## src/rtl/lca_rf_pkg.sv

```systemverilog
// lca_rf_pkg: shared register-file constants, types and the operand bypass helper.
//   WIDTH  data width of each register
//   NREG   number of registers
//   AW     register address width
package lca_rf_pkg;
    localparam int WIDTH = 16;
    localparam int NREG  = 8;
    localparam int AW    = 3;
    typedef logic [AW-1:0]    reg_addr_t;
    typedef logic [WIDTH-1:0] word_t;
    // A same-cycle writeback to src overrides the register file, which only updates at the end of the cycle.
    function automatic word_t pick(input logic [NREG*WIDTH-1:0] rf, input reg_addr_t src,
                                   input logic wb_write, input reg_addr_t wb_addr, input word_t wb_data);
        return (!wb_write && wb_addr == src) ? wb_data : rf[int'(src)*WIDTH +: WIDTH];
    endfunction
endpackage

```

## src/rtl/rf_scoreboard.sv

```systemverilog
// rf_scoreboard: in-flight destination tracking and RAW/WAW hazard lookup with writeback bypass.
//   clk, reset       clock, asynchronous active-low reset
//   wb_write         active-low writeback strobe; wb_addr is the register retiring
//   set_en, set_addr mark set_addr in flight (wins over a same-cycle clear)
//   ra, rb, rd       addresses to check; rd only counts when rd_chk is high
//   hazard           some checked register is busy and not being written back now
//   busy             scoreboard vector
module rf_scoreboard
    import lca_rf_pkg::*;
(
    input  logic            clk,
    input  logic            reset,
    input  logic            wb_write,
    input  reg_addr_t       wb_addr,
    input  logic            set_en,
    input  reg_addr_t       set_addr,
    input  reg_addr_t       ra,
    input  reg_addr_t       rb,
    input  reg_addr_t       rd,
    input  logic            rd_chk,
    output logic            hazard,
    output logic [NREG-1:0] busy
);
    logic [NREG-1:0] busy_q, busy_d, wb_mask, live;

    assign wb_mask = wb_write ? '0 : NREG'(1) << wb_addr;
    // A register being written back this cycle is already available through the bypass.
    assign live    = busy_q & ~wb_mask;
    assign hazard  = live[ra] || live[rb] || (rd_chk && live[rd]);
    assign busy    = busy_q;

    always_comb begin
        busy_d = busy_q & ~wb_mask;
        if (set_en) busy_d[set_addr] = 1'b1;
    end

    always_ff @(posedge clk or negedge reset) begin
        if (!reset) busy_q <= '0;
        else        busy_q <= busy_d;
    end
endmodule

```

## src/rtl/operand_fetch.sv

```systemverilog
// operand_fetch: reads two source operands with writeback bypass, stalls on hazards, one-entry output slot.
//   clk, reset                   clock, asynchronous active-low reset
//   rf_data                      flattened register file contents
//   in_valid/in_ready            decode handshake; in_ra, in_rb, in_rd, in_wr_en instruction fields
//   wb_write, wb_addr, wb_data   writeback port (wb_write active-low)
//   out_valid/out_ready          execute handshake; out_a, out_b, out_rd, out_wr_en payload
//   busy                         scoreboard of in-flight destinations
module operand_fetch
    import lca_rf_pkg::*;
(
    input  logic                  clk,
    input  logic                  reset,
    input  logic [NREG*WIDTH-1:0] rf_data,
    input  logic                  in_valid,
    output logic                  in_ready,
    input  logic [AW-1:0]         in_ra,
    input  logic [AW-1:0]         in_rb,
    input  logic [AW-1:0]         in_rd,
    input  logic                  in_wr_en,
    input  logic                  wb_write,
    input  logic [AW-1:0]         wb_addr,
    input  logic [WIDTH-1:0]      wb_data,
    output logic                  out_valid,
    input  logic                  out_ready,
    output logic [WIDTH-1:0]      out_a,
    output logic [WIDTH-1:0]      out_b,
    output logic [AW-1:0]         out_rd,
    output logic                  out_wr_en,
    output logic [NREG-1:0]       busy
);
    typedef enum logic {EMPTY, FULL} slot_e;

    slot_e     state_q, state_d;
    word_t     a_q, a_d, b_q, b_d;
    reg_addr_t rd_q, rd_d;
    logic      wr_en_q, wr_en_d, hazard, accept;

    rf_scoreboard u_sb (
        .clk      (clk),
        .reset    (reset),
        .wb_write (wb_write),
        .wb_addr  (wb_addr),
        .set_en   (accept && in_wr_en),
        .set_addr (in_rd),
        .ra       (in_ra),
        .rb       (in_rb),
        .rd       (in_rd),
        .rd_chk   (in_wr_en),
        .hazard   (hazard),
        .busy     (busy)
    );

    assign out_valid = (state_q == FULL);
    assign in_ready  = !hazard && (!out_valid || out_ready);
    assign accept    = in_valid && in_ready;
    assign out_a     = a_q;
    assign out_b     = b_q;
    assign out_rd    = rd_q;
    assign out_wr_en = wr_en_q;

    always_comb begin
        state_d = accept ? FULL : (out_valid && out_ready) ? EMPTY : state_q;
        a_d     = accept ? pick(rf_data, in_ra, wb_write, wb_addr, wb_data) : a_q;
        b_d     = accept ? pick(rf_data, in_rb, wb_write, wb_addr, wb_data) : b_q;
        rd_d    = accept ? in_rd : rd_q;
        wr_en_d = accept ? in_wr_en : wr_en_q;
    end

    always_ff @(posedge clk or negedge reset) begin
        if (!reset) begin
            state_q <= EMPTY;
            a_q     <= '0;
            b_q     <= '0;
            rd_q    <= '0;
            wr_en_q <= 1'b0;
        end else begin
            state_q <= state_d;
            a_q     <= a_d;
            b_q     <= b_d;
            rd_q    <= rd_d;
            wr_en_q <= wr_en_d;
        end
    end
endmodule
```

## config.mk

```make
export PLATFORM = sky130hd
export DESIGN_NAME = operand_fetch
export DESIGN_NICKNAME = d
export VERILOG_FILES = /design/src/rtl/lca_rf_pkg.sv /design/src/rtl/rf_scoreboard.sv /design/src/rtl/operand_fetch.sv
export SDC_FILE = /design/constraint.sdc
export NUM_CORES = 1
export LEC_CHECK = 0
export ABC_AREA = 1
export BUFFER_PORTS_ARGS = -buffer_cell sky130_fd_sc_hd__buf_2
export CAP_MARGIN = 20
export CORE_MARGIN = 5
export CORE_UTILIZATION = 55
export DETAILED_ROUTE_END_ITERATION = 7
export HOLD_SLACK_MARGIN = 0.02
export PLACE_DENSITY = 0.95
export SLEW_MARGIN = 5
export SYNTH_ARGS = -nofsm -noshare
export SYNTH_HDL_FRONTEND = slang
export SYNTH_HIERARCHICAL = 1
export SYNTH_SLANG_ARGS = --single-unit
```

## constraint.sdc

```tcl
create_clock -name clk -period 5.12 [get_ports clk]
set_input_delay 0.512 -clock clk [delete_from_list [all_inputs] [get_ports clk]]
set_output_delay 0.512 -clock clk [all_outputs]
set_load 0.05 [all_outputs]
```

==> summary.txt, run 1 <==
Synth
  • Cell variety after synth: 24
  • Sequential fraction of the synthesis area: 21.0%
  • Synthesis-stage register bit count: between 40 and 50
  • Synthesized netlist cell count: 995
  • Syn avg cell area: 5.38 um2
  • Synth warnings: 6
  • Mapped Area: approximately 0.0054 mm2
  • Post-synthesis net count: 1157

Place
  • HPWL Detailed: 14400 um
  • Gpl congestion: around 0.98
  • Setup WS pre-CTS: slightly above 2 ns
  • PortBufs: 207

Global route
  • Grt ovf: 0
  • Number of global-route vias before repair: 6368
  • Global-route wire length before repair: 30800 um
  • Largest net degree at the start of global routing: 70
  • Antenna violations before repair: 1
  • Global Route Usage Sum: 32.4%

Pwr
  • Worst vdd ir: 0.207 mV
  • Power after layout: roughly 1.9 mW
  • Leak: 3.86 nW
  • P per Cell Area: 297 mW/mm2

Setup path
  • Worst setup SP type: input pin
  • Worst Path Max Fanout: 69
  • Setup Crit Path Kind: in2reg
  • Req. time, crit path: 5.32 ns
  • Crit path DAT: between 3 and 4 ns
  • CP Capture Type: flop

Timing
  • Endpoints failing setup: 0
  • Final TNS setup: 0 ns
  • Hold Vio Cnt, Final: 0
  • Final Skew: a little under 0.009 ns
  • Achievable Freq: 0.352 GHz
  • Clock period minus worst slack: 2.84 ns
  • Measured slew at the worst slew-check pin: 1.11 ns
  • Tcrit/Tclk final: 55.5%
  • Final Max Tran Viols: 0
  • Final worst setup slack: approximately 2.3 ns
  • RSZ-0062 raised after global routing: no
  • Worst slew margin: 25.9%

Floorplanning
  • Core area: 0.00964 mm2
  • Top-Level Pins: 208
  • Initial Utilization: 55.5%
  • Height of the die: 109 um
  • Die W: 109 um
  • Die ar.: 0.0118 mm2
  • FP Rows: 36

Clock tree
  • Worst-skew pair later-pin latency: 0.31 ns
  • CTS Buf Count: 5
  • Htree depth: 2
  • CTS resizes: 0
  • Max Root-Sink Buffers: 2
  • Root buffer cell: clkbuf_8
  • CTS tree: yes
  • Post-CTS Setup Bufs: 0
  • Cts-stage hold buffer count: 0
  • Clock sink total: 45
  • Clock slew at reported path FFs: roughly 0.09 ns

Detailed routing
  • Wire per inst: between 15 and 20 um
  • Final ANT Viol Nets: 0
  • DRC viols: 0
  • Via density: 5.52
  • Vias: roughly 7100
  • Initial drt markers: 750
  • Drt total wl: 19500 um
  • Drt pass-1 iters: 5

Final layout
  • Most common cell after layout, fill and taps aside: nand2_1
  • Area growth, synth to finish: 18.8%
  • Antenna cells: 0
  • Fin nets: 1317
  • Layout cell share with drive strength beyond 1: between 20% and 30%
  • Most frequent cells in the layout: 390 x nand2_1, 257 x nand3_1, 207 x buf_2

Min path
  • Worst Hold Class: in2async

Run status
  • Outcome: finished, final reports clean

Job
  • Max Cap Violations: 0
-- kinds of logic (layout without fill, tap and decap cells) --
logic type             count (synthesis)  count (layout)  synth area share, %
AO/OA/AOI/OAI                         42              42                 4.07
flip-flops                            45              45                 21.0
buffers and inverters                195             356                 15.8
AND/OR/NAND/NOR                      713             713                 59.1
-- Yosys cell counts --
library cell,count,area (um2)
inv_2,8,30.0
nor2_4,2,22.5
nor2_8,3,60.1
or2_1,5,31.3
clkinv_2,1,5.00
buf_2,28,140
clkbuf_1,15,56.3
a21oi_1,13,65.1
inv_1,125,469
inv_4,3,18.8
or2_2,10,62.6
nor2_1,24,90.1
o21ai_0,10,50.1
buf_4,8,60.1
buf_1,2,7.51
dfrtp_1,45,1130
nand2_1,390,1460
buf_6,5,56.3
nor2_2,3,18.8
a21oi_2,2,17.5
nand3b_1,10,75.1
nand2_2,9,56.3
o21ai_1,17,85.1
nand3_1,257,1290
-- sequential cells by signal, summed over array words and instances (netlist names) --
name       count
out_valid      1
u_sb/busy      8
out_rd         3
out_b         16
out_wr_en      1
out_a         16
-- metrics by stage --
step	instances	cell area [um2]	hold WS [ns]	utilization (%)
final	1289	6360	0.0336	66.0
after global routing	1289	6360	0.0331	66.0
after CTS	1288	6340	0.402	65.8
after detailed placement	1280	6260	0.475	64.9
after global placement	1280	6260	0.470	64.9
after floorplan	995	5350	0.216	-
-- area by class of cell --
cell class,count,area (um2)
clock buffer,6,72.6
clock inverter,2,10.0
fill,981,3280
inverter,137,523
multi-input combinational,755,3380
sequential,45,1130
tap,133,166
timing repair buffer,211,1080
-- metal layers --
layer	GRT usage [%]	routed length, um	vias to the layer above
met3	5.45	2090	81
li1	-	-	3437
met4	15.0	920	2
met2	52.6	8990	466
met5	0	11	-
met1	42.3	7470	3127
-- critical path: stages --
cell and delay, ns:
buf_2 0.08, buf_4 0.56, nand3_1 0.15, nand3_1 0.12, nand3_1 0.09, nand2_1 0.08
nor2_1 0.05, nand2_1 0.06, nor2_2 0.05, nand2_2 0.34, inv_2 0.40, or2_2 0.39
inv_1 0.07, a21oi_2 0.03
-- power by group --
group | switching [mW] | internal (mW)
sequential | 0.0761 | 0.469
clock | 0.126 | 0.0949
combinational | 0.821 | 0.299
-- path summary, 6_finish.rpt --
check                                       start                      to  slack [ns]  cells after the start
min reg2reg                  out_b[6]$_DFFE_PN0P_    out_b[6]$_DFFE_PN0P_        0.49                      2
max                                      in_ra[0]   out_a[12]$_DFFE_PN0P_        2.28                     14
min in group clk                        out_ready   out_valid$_DFFE_PN0P_        0.41                      2
min                                         reset  u_sb/busy[0]$_DFF_PN0_        0.03                      1
max in group asynchronous                   reset    out_b[2]$_DFFE_PN0P_        4.64                      2
max reg2reg                u_sb/busy[7]$_DFF_PN0_    out_a[7]$_DFFE_PN0P_        2.61                     12
No activity file was read; power rests on OpenSTA's default activity.
==> run 2: changes to the inputs <==
- ABC_AREA: 1 -> 0
- CORE_UTILIZATION: 55 -> 48
- PLACE_DENSITY: 0.95 -> 0.93
- clock period: 5.12 -> 2.9 ns (I/O delays scaled with it)
==> summary.txt, run 2 <==
Run status
  • Outcome: finished, final reports clean (unchanged)

Synth
  • Synth area leaders: mux4_2 33%, dfrtp_1 26%, o2bb2ai_1 6.4% (was nand2_1 27%, nand3_1 24%, dfrtp_1 21%)
  • Syn avg cell area: 11.9 um2 (was 5.38 um2)
  • Commonest cells post-synth: 64 x mux4_2, 45 x dfrtp_1, 34 x nor2b_1 (was 390 x nand2_1, 257 x nand3_1, 125 x inv_1)
  • Post-synthesis net count: 530 (was 1157)
  • Dominant synthesized flop cell: dfrtp_1 (unchanged)
  • Post-synth top area share: 32.9% (was 27.3%)
  • Yosys top cell by area: mux4_2 (was nand2_1)
  • Synthesis-stage register bit count: 45 (unchanged)
  • Top-count cell post-synth: mux4_2 (was nand2_1)
  • Number of synthesized flops with an enable pin: 0 (unchanged)
  • Sequential fraction of the synthesis area: 25.7% (was 21.0%)
  • Synthesized netlist cell count: 368 (was 995)
  • Post-synthesis async set-or-reset flop share: 100% (unchanged)
  • Mapped Area: 0.00439 mm2 (was 0.00535 mm2)
  • Synth warnings: 6 (unchanged)
  • Cell variety after synth: 47 (was 24)

Clock tree
  • CTS tree: yes (unchanged)
  • Clock slew at reported path FFs: 0.09 ns (about the same)
  • CTS Buf Count: 5 (unchanged)
  • Htree depth: 2 (unchanged)
  • Worst-skew pair later-pin latency: 0.30 ns (was 0.31 ns)
  • Post-CTS Setup Bufs: 0 (unchanged)
  • Clock sink total: 45 (unchanged)
  • Max Root-Sink Buffers: 2 (unchanged)
  • Root buffer cell: clkbuf_8 (unchanged)

Setup path
  • Setup Crit Path Kind: reg2out (was in2reg)
  • Critical Path End: in_ready (was out_a[12]$_DFFE_PN0P_)
  • Worst setup path start: u_sb/busy[3]$_DFF_PN0_ (was in_ra[0])
  • Reg2reg start: u_sb/busy[3]$_DFF_PN0_ (was u_sb/busy[7]$_DFF_PN0_)
  • CP Capture Type: output pin (was flop)
  • Worst Path Max Fanout: 5 (was 69)
  • Crit path DAT: 2.52 ns (was 3.04 ns)
  • Worst reg2reg path depth: 8 (was 12)
  • RR Endpoint: out_rd[1]$_DFFE_PN0P_ (was out_a[7]$_DFFE_PN0P_)
  • Critical path's slowest cell: or4_1 (was buf_4)
  • Worst setup SP type: flop (was input pin)
  • Worst stage delay on the critical path: 0.54 ns (was 0.56 ns)
  • Crit-path cells: mux2_1, nand3b_1, a41oi_1, or4_1, a211o_1, nor2_4, buf_4 (was buf_2, buf_4, nand3_1, nand3_1, nand3_1, nand2_1, nor2_1, nand2_1, nor2_2, nand2_2, inv_2, or2_2, inv_1, a21oi_2)
  • Req. time, crit path: 2.61 ns (was 5.32 ns)
  • Reg-to-reg slack, setup: 0.10 ns (was 2.61 ns)

Final layout
  • Fillers: 692 (was 981)
  • Area growth, synth to finish: 27.4% (was 18.8%)
  • Multi-input gate area: 0.00304 mm2 (was 0.00338 mm2)
  • Final Instance Area: 0.00559 mm2 (was 0.00636 mm2)
  • Most common cell after layout, fill and taps aside: buf_2 (was nand2_1)
  • Register area: 0.00113 mm2 (about the same)
  • Most frequent cells in the layout: 206 x buf_2, 64 x mux4_2, 40 x dfrtp_1 (was 390 x nand2_1, 257 x nand3_1, 207 x buf_2)
  • Antenna cells: 0 (unchanged)
  • Fin nets: 722 (was 1317)
  • Layout cell share with drive strength beyond 1: 56.3% (was 22.4%)

Min path
  • Worst Hold Class: in2reg (was in2async)

Pwr
  • Worst vdd ir: 0.319 mV (was 0.207 mV)
  • Leak: 2.39 nW (was 3.86 nW)
  • Power after layout: 4.04 mW (was 1.89 mW)
  • P per Cell Area: 722 mW/mm2 (was 297 mW/mm2)

Timing
  • Worst slew margin: 35.3% (was 25.9%)
  • Final Skew: 0.00597 ns (was 0.00895 ns)
  • Measured slew at the worst slew-check pin: 0.963 ns (was 1.11 ns)
  • Achievable Freq: 0.356 GHz
  • Final Max Tran Viols: 0 (unchanged)
  • Hold Vio Cnt, Final: 0 (unchanged)
  • Tcrit/Tclk final: 96.9%
  • RSZ-0062 raised after global routing: yes (was no)
  • Clock period minus worst slack: ~2.8 ns
  • Endpoints failing setup: 0 (unchanged)

Detailed routing
  • Drt pass-1 iters: 5 (unchanged)
  • Final ANT Viol Nets: 0 (unchanged)
  • Vias: 4441 (was 7113)
  • Initial drt markers: 416 (was 750)
  • Drt total wl: 15600 um (was 19500 um)
  • Wire per inst: 23.3 um (was 15.1 um)
  • Via density: 6.64 (was 5.52)
  • DRC viols: 0 (unchanged)

Global route
  • Global Route Usage Sum: 27.5% (was 32.4%)
  • Number of global-route vias before repair: 4526 (was 6368)
  • Global-route wire length before repair: 24200 um (was 30800 um)
  • Largest net degree at the start of global routing: 46 (was 70)
  • Antenna violations before repair: 0 (was 1)
  • Grt ovf: 0 (unchanged)

Floorplanning
  • Height of the die: 106 um (was 109 um)
  • FP Rows: 34 (was 36)
  • Die ar.: 0.0111 mm2 (was 0.0118 mm2)
  • Core area: 0.00881 mm2 (was 0.00964 mm2)
  • Top-Level Pins: 208 (unchanged)
  • Die W: 106 um (was 109 um)
  • Initial Utilization: 49.8% (was 55.5%)

Place
  • HPWL Detailed: 12700 um (was 14400 um)
  • Placed cell areas: 0.00546 mm2 (was 0.00626 mm2)
  • Gpl congestion: 0.998 (was 0.978)
  • PortBufs: 207 (unchanged)

Job
  • Max Cap Violations: 0 (unchanged)
run 2: changes by cell type after synthesis, moves of 32 or more:
cell and delta:
o2bb2ai_1 +32, inv_1 -123, nor2b_1 +34, mux4_2 +64, a211oi_1 +33, nand2_1 -385, nand3_1 -255
run 2: worst max-delay path: cells and delay by family, from the launching register on:
kind / cells / cell delay, ns
compound gates: 2 / 0.47
buf+inv: 1 / 0.21
flops: 1 / 0.45
mux: 1 / 0.30
simple gates: 3 / 0.79
run 2: timing repair:
item | 4_1_cts | 5_1_grt
endpoints found under the setup margin | 0 | 3
hold endpoints to repair | 0 | 18
resized for setup | 0 | 3
hold buffers | 0 | 1
run 2: metrics by stage:
| step | hold WS (ns) | util [%] | instances | setup TNS (ns) | setup WS (ns) |
|---|---|---|---|---|---|
| 2_1_floorplan | -0.00559 | - | 368 | 0 | 0.00310 |
| 3_3_place_gp | 0.470 | 62.0 | 659 | 0 | 0.111 |
| 3_5_place_dp | 0.475 | 62.0 | 659 | 0 | 0.0269 |
| 4_1_cts | 0.180 | 63.0 | 667 | 0 | 0.0490 |
| 5_1_grt | 0.293 | 63.5 | 669 | -0.0126 | -0.00875 |
| 6_report | 0.282 | 63.5 | 669 | 0 | 0.0907 |
run 2: how the worst min path moves through the flow:
stage               depth (start not counted)                     end  slack (ns)                   from
finish                                      3    out_b[8]$_DFFE_PN0P_        0.28             wb_data[8]
global route                                3   out_b[11]$_DFFE_PN0P_        0.29            wb_data[11]
CTS                                         1  u_sb/busy[3]$_DFF_PN0_        0.18                  reset
detailed placement                          1   out_a[10]$_DFFE_PN0P_        0.48  out_a[10]$_DFFE_PN0P_
global placement                            1    out_a[2]$_DFFE_PN0P_        0.47   out_a[2]$_DFFE_PN0P_
floorplan                                   0    out_a[0]$_DFFE_PN0P_      -0.006                  reset
run 2: cell type report:
type / instances / share of cell area (%)
Clock inverter: 3 / 0.381
Multi-Input combinational cell: 283 / 54.4
Tap cell: 108 / 2.42
Sequential cell: 45 / 20.3
Inverter: 2 / 0.134
Clock buffer: 5 / 1.23
Timing Repair Buffer: 223 / 21.2
run 2: kinds of logic after synthesis:
kind of cell	synth area share (%)
xor+xnor	1.80
buf+inv	5.48
mux	36.0
compound gates	20.4
flops	25.7
simple gates	10.7
run 2: power by group:
part / total (mW) / leakage, nW / switching [mW] / internal (mW)
sequential: 1.12 / 0.557 / 0.214 / 0.908
combinational: 2.52 / 1.79 / 1.71 / 0.812
clock: 0.397 / 0.0445 / 0.226 / 0.171
run 2: per-layer routing:
metal / global-route usage, % / share of wire (%) / vias to the layer above
met1: 36.8 / 38 / 2156
li1: - / - / 1905
met2: 45.7 / 49 / 333
met3: 4.83 / 10 / 47
met5: 0 / 0 / -
met4: 8.79 / 3.1 / 0
